**src/rtl/ccip_rpc_transmitter.sv**
```systemverilog
// NIC-to-CPU RPC transmitter: one CCI-P c1 WRLINE per RPC into per-flow rings.
// Optional flow-id range check: define CCIP_TX_FLOW_CHECK_EN.
package ccip_rpc_pkg;
  localparam int LMAX_CCIP_BATCH = 4;

  typedef logic [41:0] t_ccip_clAddr;

  typedef enum logic [1:0] {
    eVC_VA  = 2'h0,
    eVC_VL0 = 2'h1,
    eVC_VH0 = 2'h2,
    eVC_VH1 = 2'h3
  } t_ccip_vc;

  typedef enum logic [1:0] {
    eCL_LEN_1 = 2'h0,
    eCL_LEN_2 = 2'h1,
    eCL_LEN_4 = 2'h3
  } t_ccip_clLen;

  typedef enum logic [3:0] {
    eREQ_WRLINE_I = 4'h0,
    eREQ_WRLINE_M = 4'h1,
    eREQ_WRPUSH_I = 4'h2,
    eREQ_WRFENCE  = 4'h4,
    eREQ_INTR     = 4'h6
  } t_ccip_c1_req;

  typedef struct packed {
    logic [5:0]   rsvd2;
    t_ccip_vc     vc_sel;
    logic         sop;
    logic         rsvd1;
    t_ccip_clLen  cl_len;
    t_ccip_c1_req req_type;
    logic [5:0]   rsvd0;
    t_ccip_clAddr address;
    logic [15:0]  mdata;
  } t_ccip_c1_ReqMemHdr;

  typedef struct packed {
    t_ccip_c1_ReqMemHdr hdr;
    logic [511:0]       data;
    logic               valid;
  } t_if_ccip_c1_Tx;

  typedef struct packed {
    logic       valid;
    logic       update_flag;
    logic [5:0] rsvd;
  } RpcCtl;

  typedef struct packed {
    RpcCtl       ctl;
    logic [7:0]  num_of_args;
    logic [15:0] fn_id;
    logic [31:0] rpc_id;
  } RpcHdr;

  typedef struct packed {
    RpcHdr       hdr;
    logic [63:0] argv;
  } RpcPckt;

  typedef struct packed {
    RpcPckt rpc_data;
  } RpcIf;
endpackage

module single_clock_wr_ram #(
  parameter int DATA_WIDTH = 8,
  parameter int ADR_WIDTH  = 4
) (
  input  logic                  clk,
  input  logic                  we,
  input  logic [ADR_WIDTH-1:0]  waddr,
  input  logic [DATA_WIDTH-1:0] wdata,
  input  logic [ADR_WIDTH-1:0]  raddr,
  output logic [DATA_WIDTH-1:0] rdata
);
  logic [DATA_WIDTH-1:0] mem_q [2**ADR_WIDTH];

  // Read-during-write to one address returns the old word.
  always_ff @(posedge clk) begin
    if (we) mem_q[waddr] <= wdata;
    rdata <= mem_q[raddr];
  end
endmodule

module ccip_rpc_transmitter
  import ccip_rpc_pkg::*;
#(
  parameter int NIC_ID            = 0,
  parameter int LMAX_NUM_OF_FLOWS = 1
) (
  input  logic                         clk,
  input  logic                         reset,
  input  logic [LMAX_NUM_OF_FLOWS-1:0] number_of_flows,
  input  t_ccip_clAddr                 tx_base_addr,
  input  logic [LMAX_CCIP_BATCH-1:0]   l_tx_batch_size,
  input  logic                         start,
  input  logic                         initialize,
  output logic                         initialized,
  output logic                         error,
  input  logic                         sRx_c1TxAlmFull,
  output t_if_ccip_c1_Tx               sTx_c1,
  input  logic                         lb_select,
  output logic                         ccip_tx_ready,
  input  RpcIf                         rpc_in,
  input  logic                         rpc_in_valid,
  input  logic [LMAX_NUM_OF_FLOWS-1:0] rpc_flow_id_in,
  output logic                         pdrop_tx_flows_out
);
  localparam int unused_nic_id = NIC_ID;

  typedef logic [LMAX_NUM_OF_FLOWS-1:0] flow_t;

  typedef struct packed {
    logic                       parity;
    logic [LMAX_CCIP_BATCH-1:0] slot;
  } ptr_t;

  typedef enum logic [1:0] {
    ST_IDLE,
    ST_CLEAR,
    ST_DONE
  } init_st_t;

  init_st_t       st_q;
  flow_t          clr_addr_q;
  logic           initialized_q;
  logic           ready_q;
  logic           pdrop_q;
  logic           error_q;
  logic           s1_valid_q;
  flow_t          s1_flow_q;
  RpcPckt         s1_data_q;
  t_ccip_vc       s1_vc_q;
  logic           fwd_valid_q;
  flow_t          fwd_flow_q;
  ptr_t           fwd_ptr_q;
  t_if_ccip_c1_Tx tx_q;

  logic               flow_bad;
  logic               accept;
  logic               drop;
  ptr_t               ram_rdata;
  ptr_t               ptr_cur;
  ptr_t               ptr_nxt;
  logic               ram_we;
  flow_t              ram_waddr;
  ptr_t               ram_wdata;
  logic [LMAX_CCIP_BATCH-1:0] slot_max;
  RpcPckt             line_rpc;
  t_ccip_c1_ReqMemHdr line_hdr;

`ifdef CCIP_TX_FLOW_CHECK_EN
  assign flow_bad = rpc_flow_id_in > number_of_flows;
`else
  logic unused_nof;
  assign unused_nof = ^number_of_flows;
  assign flow_bad   = 1'b0;
`endif

  assign accept = rpc_in_valid & ready_q & ~flow_bad;
  assign drop   = rpc_in_valid & (~ready_q | flow_bad);

  single_clock_wr_ram #(
    .DATA_WIDTH(LMAX_CCIP_BATCH + 1),
    .ADR_WIDTH (LMAX_NUM_OF_FLOWS)
  ) u_ptr_ram (
    .clk  (clk),
    .we   (ram_we),
    .waddr(ram_waddr),
    .wdata(ram_wdata),
    .raddr(rpc_flow_id_in),
    .rdata(ram_rdata)
  );

  assign slot_max =
    LMAX_CCIP_BATCH'((32'd1 << l_tx_batch_size) - 32'd1);

  // The previous cycle's write-back is not yet visible in the RAM read.
  always_comb begin
    ptr_cur = ram_rdata;
    if (fwd_valid_q && fwd_flow_q == s1_flow_q) ptr_cur = fwd_ptr_q;
    ptr_nxt = ptr_cur;
    if (ptr_cur.slot == slot_max) begin
      ptr_nxt.slot   = '0;
      ptr_nxt.parity = ~ptr_cur.parity;
    end else begin
      ptr_nxt.slot = ptr_cur.slot + 1'b1;
    end
  end

  always_comb begin
    ram_we    = s1_valid_q;
    ram_waddr = s1_flow_q;
    ram_wdata = ptr_nxt;
    if (st_q == ST_CLEAR) begin
      ram_we    = 1'b1;
      ram_waddr = clr_addr_q;
      ram_wdata = '0;
    end
  end

  always_comb begin
    line_rpc = s1_data_q;
    line_rpc.hdr.ctl.update_flag = ~ptr_cur.parity;
    line_hdr          = '0;
    line_hdr.vc_sel   = s1_vc_q;
    line_hdr.sop      = 1'b1;
    line_hdr.cl_len   = eCL_LEN_1;
    line_hdr.req_type = eREQ_WRLINE_I;
    line_hdr.address  = tx_base_addr
                      + (t_ccip_clAddr'(s1_flow_q) << l_tx_batch_size)
                      + t_ccip_clAddr'(ptr_cur.slot);
    line_hdr.mdata    = 16'(s1_flow_q);
  end

  always_ff @(posedge clk or negedge reset) begin
    if (!reset) begin
      st_q          <= ST_IDLE;
      clr_addr_q    <= '0;
      initialized_q <= 1'b0;
    end else begin
      unique case (st_q)
        ST_IDLE: begin
          if (initialize && !initialized_q) begin
            st_q       <= ST_CLEAR;
            clr_addr_q <= '0;
          end
        end
        ST_CLEAR: begin
          clr_addr_q <= clr_addr_q + 1'b1;
          if (clr_addr_q == '1) begin
            st_q          <= ST_DONE;
            initialized_q <= 1'b1;
          end
        end
        ST_DONE: st_q <= ST_DONE;
        default: st_q <= ST_IDLE;
      endcase
    end
  end

  always_ff @(posedge clk or negedge reset) begin
    if (!reset) begin
      ready_q     <= 1'b0;
      pdrop_q     <= 1'b0;
      error_q     <= 1'b0;
      s1_valid_q  <= 1'b0;
      s1_flow_q   <= '0;
      s1_data_q   <= '0;
      s1_vc_q     <= eVC_VA;
      fwd_valid_q <= 1'b0;
      fwd_flow_q  <= '0;
      fwd_ptr_q   <= '0;
      tx_q        <= '0;
    end else begin
      ready_q <= initialized_q & start & ~sRx_c1TxAlmFull;
      pdrop_q <= drop;
      if (rpc_in_valid & ready_q & flow_bad) error_q <= 1'b1;
      s1_valid_q <= accept;
      if (accept) begin
        s1_flow_q <= rpc_flow_id_in;
        s1_data_q <= rpc_in.rpc_data;
        s1_vc_q   <= lb_select ? eVC_VA : eVC_VH0;
      end
      fwd_valid_q <= s1_valid_q;
      fwd_flow_q  <= s1_flow_q;
      fwd_ptr_q   <= ptr_nxt;
      tx_q.valid  <= s1_valid_q;
      if (s1_valid_q) begin
        tx_q.hdr  <= line_hdr;
        tx_q.data <= {{(512 - $bits(RpcPckt)){1'b0}}, line_rpc};
      end
    end
  end

  assign sTx_c1             = tx_q;
  assign initialized        = initialized_q;
  assign error              = error_q;
  assign ccip_tx_ready      = ready_q;
  assign pdrop_tx_flows_out = pdrop_q;
endmodule

```
**config.mk**
```make
export PLATFORM = sky130hd
export DESIGN_NAME = ccip_rpc_transmitter
export DESIGN_NICKNAME = d
export VERILOG_FILES = /design/src/rtl/ccip_rpc_transmitter.sv
export SDC_FILE = /design/constraint.sdc
export NUM_CORES = 1
export LEC_CHECK = 0
export ABC_CLOCK_PERIOD_IN_PS = 4000
export CAP_MARGIN = 20
export CORE_AREA = 2 2 305 307
export DETAILED_ROUTE_END_ITERATION = 12
export DIE_AREA = 0 0 307 309
export MAX_ROUTING_LAYER = met4
export PLACE_DENSITY = 0.46
export SLEW_MARGIN = 20
export SYNTH_ARGS = -nofsm -noshare
export SYNTH_HDL_FRONTEND = slang
export SYNTH_SLANG_ARGS = --single-unit
```
**constraint.sdc**
```tcl
create_clock -name clk -period 4 [get_ports clk]
set_clock_uncertainty 0.05 [all_clocks]
set_input_delay 0.8 -clock clk [delete_from_list [all_inputs] [get_ports clk]]
set_output_delay 0.8 -clock clk [all_outputs]
set_load 0.05 [all_outputs]
```
* Word level (Yosys, flattened, before mapping)
Memories as Yosys holds them, arrays and structs flattened. A register that Yosys moved wholly into a read port is not among the register bits.
Index checks and enable logic that the tools add are counted.
** Cells by class
- Eq/ne operators :: 6
- $add $sub $neg :: 5
- Muxes and demuxes :: 14
- Bitwise operators :: 7
- Reduce and logical (&&, ||, !) cells :: 8
- Shifts and indexed selects :: 2
** Operator list (count)
- adder 42 x 4 -> 42 bit :: 1
- adder 42 bit :: 1
- << shifter 1 x 4 -> 42 bit :: 1
- 2-to-1 mux 5 bit :: 2
- 2-to-1 mux 1 bit :: 6
- 2-to-1 mux 2 bit :: 3
- one-hot mux 2 bit (3 select lines) :: 1
- AND reduction 2 bit :: 3
- adder 4 x 1 -> 4 bit, second input constant :: 1
- bitwise AND 1 bit :: 4
- equality test 4 bit :: 1
- 2-to-1 mux 4 bit :: 1
- inequality test 2 bit, second input constant :: 2
- << shifter 1 x 4 -> 4 bit, first input constant :: 1
- subtractor 4 x 1 -> 4 bit, second input constant :: 1
- NOT 1 bit :: 3
- equality test 2 x 1 -> 1 bit, second input constant :: 1
- equality test 2 bit, second input constant :: 1
- logical AND 1 bit :: 2
- logical NOT 2 bit :: 1
- one-hot mux 1 bit (2 select lines) :: 1
- nonzero test 2 bit :: 1
- adder 1 bit, second input constant :: 1
- equality test 1 bit :: 1
- logical NOT 1 bit :: 1
** Storage, ports and cells
- Bits in writable memories :: 10
- Word-level logic and storage cells :: 66
- Memories kept :: 1
- Register bits after elaboration :: 318
** Memories
- u_ptr_ram.mem_q :: words 2, width 5, read ports 1, clocked after Yosys merged registers in 1, wr ports 1, line 81 : logic [DATA_WIDTH-1:0] mem_q [2**ADR_WIDTH];

* Longest topological paths before layout
Gate-level depths: netlist of run 1.
- Depth after elaboration :: 6
- Gate-level depth with buffers :: 15

* Hierarchy
From an unflattened synthesis of run 1, not the netlist that was laid out.
** Unflattened totals
- Cell total of the unflattened synthesis :: 1509
- Area, all modules :: 17595.6 um2
** By module, submodules not included
- ccip_rpc_transmitter :: cells each 1487, area an instance 17126.4 um2, instances 1, seq. area each 7907.6 um2
- single_clock_wr_ram :: cells each 22, area an instance 469.2 um2, instances 1, seq. area each 400.4 um2

* Least setup slack after synthesis of run 1
Ideal clock, no wire load.
- Path kind :: input to register
- Start point :: in l_tx_batch_size[0]
- End point :: reg tx_q, in the netlist sTx_c1[544]
- Slack :: 0.217 ns
- Arrival :: 3.614 ns
- Data required time :: 3.830 ns
- Cell stages on the path :: 13
- Cells stage by stage :: nor2b_1 > and2_1 > nand2_1 > fa_1 > inv_1 > ha_1 > fa_1 > a21o_2 > a31oi_1 > o21bai_1 > a41o_1 > a211o_1 > a31o_1
** On the way
- Word-level cells in the longest chain between the ends :: 3
** RTL lines
- from (decl) :: line 100 : input logic [LMAX_CCIP_BATCH-1:0] l_tx_batch_size,
- << shifter 1 x 4 -> 42 bit :: line 216 : + (t_ccip_clAddr'(s1_flow_q) << l_tx_batch_size)
- adder 42 bit :: line 216
- adder 42 x 4 -> 42 bit :: line 217 : + t_ccip_clAddr'(ptr_cur.slot);
- to (decl) :: line 142 : t_if_ccip_c1_Tx tx_q;
No other way between the ends.
A chain may end at the register's enable or synchronous reset.

* Final worst setup path of run 1
- Start point :: in l_tx_batch_size[0]
- End point :: reg tx_q, in the netlist sTx_c1[566]
The elaborated chain is that of the path after synthesis.

==> results of run 1 <==
cell type report:
cell class	instances	area [µm²]	share of cell area [%]
repair buffers	441	4310	18.8
flip-flops and latches	331	8310	36.3
clock inverters	12	206	0.901
diodes	11	27.5	0.120
well taps	1186	1480	6.47
multi-input cells	1046	7240	31.6
inverters	26	103	0.448
clock buffers	63	1240	5.41
final timing paths:
check	start	endpoint	slack (ns)	depth (start not counted)
worst max-delay path	l_tx_batch_size[0]	sTx_c1[566]	0.19	16
worst min-delay path	reset	ccip_tx_ready	0.23	1
worst max register to register	s1_flow_q	sTx_c1[566]	0.25	15
worst min register to register	u_ptr_ram.mem_q[0][2]	u_ptr_ram.rdata[2]	0.42	1
max in group asynchronous	reset	line_rpc[107]	2.75	2
min in group clk	u_ptr_ram.mem_q[0][2]	u_ptr_ram.rdata[2]	0.42	1
registers in the layout, indices dropped and copies added (netlist names), 2 cells and up:
| signal | cells |
|---|---|
| line_rpc | 127 |
| fwd_ptr_q | 5 |
| st_q | 2 |
| u_ptr_ram.mem_q | 10 |
| sTx_c1 | 174 |
| u_ptr_ram.rdata | 5 |
what timing repair did:
| action | in CTS | in global routing |
|---|---|---|
| gates resized for setup | 2 | 8 |
| buffers inserted | 0 | 1 |
| pin swaps | 0 | 3 |
| hold buffers | 0 | 0 |
| endpoints found under the setup margin | 2 | 15 |
power breakdown:
group | switching [mW] | internal, mW
Combinational | 5.55 | 3.02
Clock | 1.57 | 2.41
Sequential | 0.842 | 4.92
Total | 7.96 | 10.4
cells in the final DEF, fill, tap and decap left out, drive strengths merged, types with 11 or more instances in the layout:
cell	n
a21oi	40
clkbuf	63
nand3	13
nor2	48
nand2	40
a211oi	11
ha	33
conb	420
clkdlybuf4s50	356
diode	11
xnor2	32
mux2	280
o21ai	18
dfrtp	316
inv	28
buf	85
metal layers:
metal / GRT usage, % / vias to the layer above / wire length, µm
met1: 11.1 / 5280 / 18300
li1: - / 4960 / -
met3: 4.90 / 67 / 5860
met2: 15.9 / 508 / 22900
met4: 2.89 / 0 / 1190
met5: - / - / 0
cell families after synthesis:
kind of cell	count (synthesis)	share of synthesized area [%]
buf+inv	495	20.1
other cells	1	0.0215
flops	331	47.7
compound gates	108	4.18
simple gates	149	4.34
fa+ha+maj	38	2.94
xor+xnor	42	2.15
mux	289	18.6
==> metrics.cfg, run 1 <==
[cells_and_area]
final_util_pct=25.1
fin_area_um2=22900
fin_nets=2109
drive_gt1_share_pct=24.0
area_delta_synth_final_pct=31.5
fill_cells=9620
fin_cells=3116

[setup_path]
critPathSlowestCell=clkdlybuf4s50_1
critPathRequiredTime_ns=4.43
worstSetupPathType=in -> reg
worstPathArrival_ns=4.24
cp_top_family=compound AO/OA/AOI/OAI gates
critPathLaunchType=input port
max_stage_delay_ns=0.48
crit_chain=clkdlybuf4s50_1 -> nor2b_2 -> and2_1 -> nand2_1 -> fa_1 -> inv_1 -> ha_1 -> fa_2 -> a21o_2 -> a31oi_2 -> buf_4 -> o41a_1 -> buf_12 -> a21o_1 -> or3_1 -> a31oi_1
critPathCaptureType=flip-flop
crit_fanout=8
cp_num_buf_inv=4

[cts]
clock_sinks=331
cts_max_path_buffers=3
numCtsBuffers=42
clkLatencyLatePin_ns=0.57
cts_tree=done
clock-root-buffer=clkbuf_16
h-tree-depth=2
path_clk_slew_ns=0.06

[yosys]
synth_commonest_cells=buf_4, dfrtp_1, mux2_2
synth_top_cell_by_area=dfrtp_1
syn_inst=1453
synth-edff-count=10
syn_area_um2=17400
synth_ff_type=dfrtp_1
yosys.cell_count.top_type=buf_4
synth_top_area_share_pct=45.4
yosys_warnings=0
synth_area_leaders=dfrtp_1, buf_4, mux2_2, ha_1, edfxtp_1
ys_ff_latch=331
netlist-cell-type-count=70
async_flop_share_pct=95.5
avgSynthCellArea_um2=12.0
yosysSeqAreaShare_pct=47.7

[die]
io_pins=780
die_area_um2=94900
core_area_um2=91400
fp.dieH_um=309
initial_utilization_pct=19.1
die_x_um=307
num_rows=111

[run_status]
status=finished clean

[sta]
tns_ns=0
worst_hold_slack_ns=0.232
period_needed_ns=3.81
finalHoldViolCount=0
fin_crit_sh_pct=95.3
fin_ws_ns=0.188
slew_viol_final=0
max_slew_margin_pct=44.4
worst_slew_pin_slew_ns=0.834
grt_setup_unrepaired=no
finalSetupViolCount=0
clock.fmax_ghz=0.262

[placement]
gp_congestion=0.779
numPortBuffers=357
dp_hpwl_um=36300
post-place-ws_ns=-0.495
placed_cell_area_um2=21400
dpl.cell_count=3029

[routing]
totalWireLength_um=48300
first_pass_iters=5
drtAntennaViolNets=0
viasPerCell=3.47
wl_per_cell_um=15.5
drc=0
dr.first_iter.drc_count=391
vias=10800

[global_routing]
overflow=0
grt_util_all_layers_pct=10.0
grt_pass1_wl_um=70000
grt_max_degree=98
grt_pass1_vias=11100
antenna_found_initial=10

[run]
maxCapViolations=0

[power_and_ir_drop]
p_total_mw=18.3
ir_drop_v=0.000436
power.leakage_nw=9.94
p_per_area_nw_per_um2=799

[worst_hold_path]
hold_path_class=in -> async

Power figures use the tool's default switching activity.
==> run 2, diff against run 1 <==
--- a/config.mk
+++ b/config.mk
@@ -5,7 +5,6 @@
 export SDC_FILE = /design/constraint.sdc
 export NUM_CORES = 1
 export LEC_CHECK = 0
-export ABC_CLOCK_PERIOD_IN_PS = 4000
 export CAP_MARGIN = 20
 export CORE_AREA = 2 2 305 307
 export DETAILED_ROUTE_END_ITERATION = 12
==> results of run 2 <==
The final DEF is identical to that of run 1; final timing and power are the same.
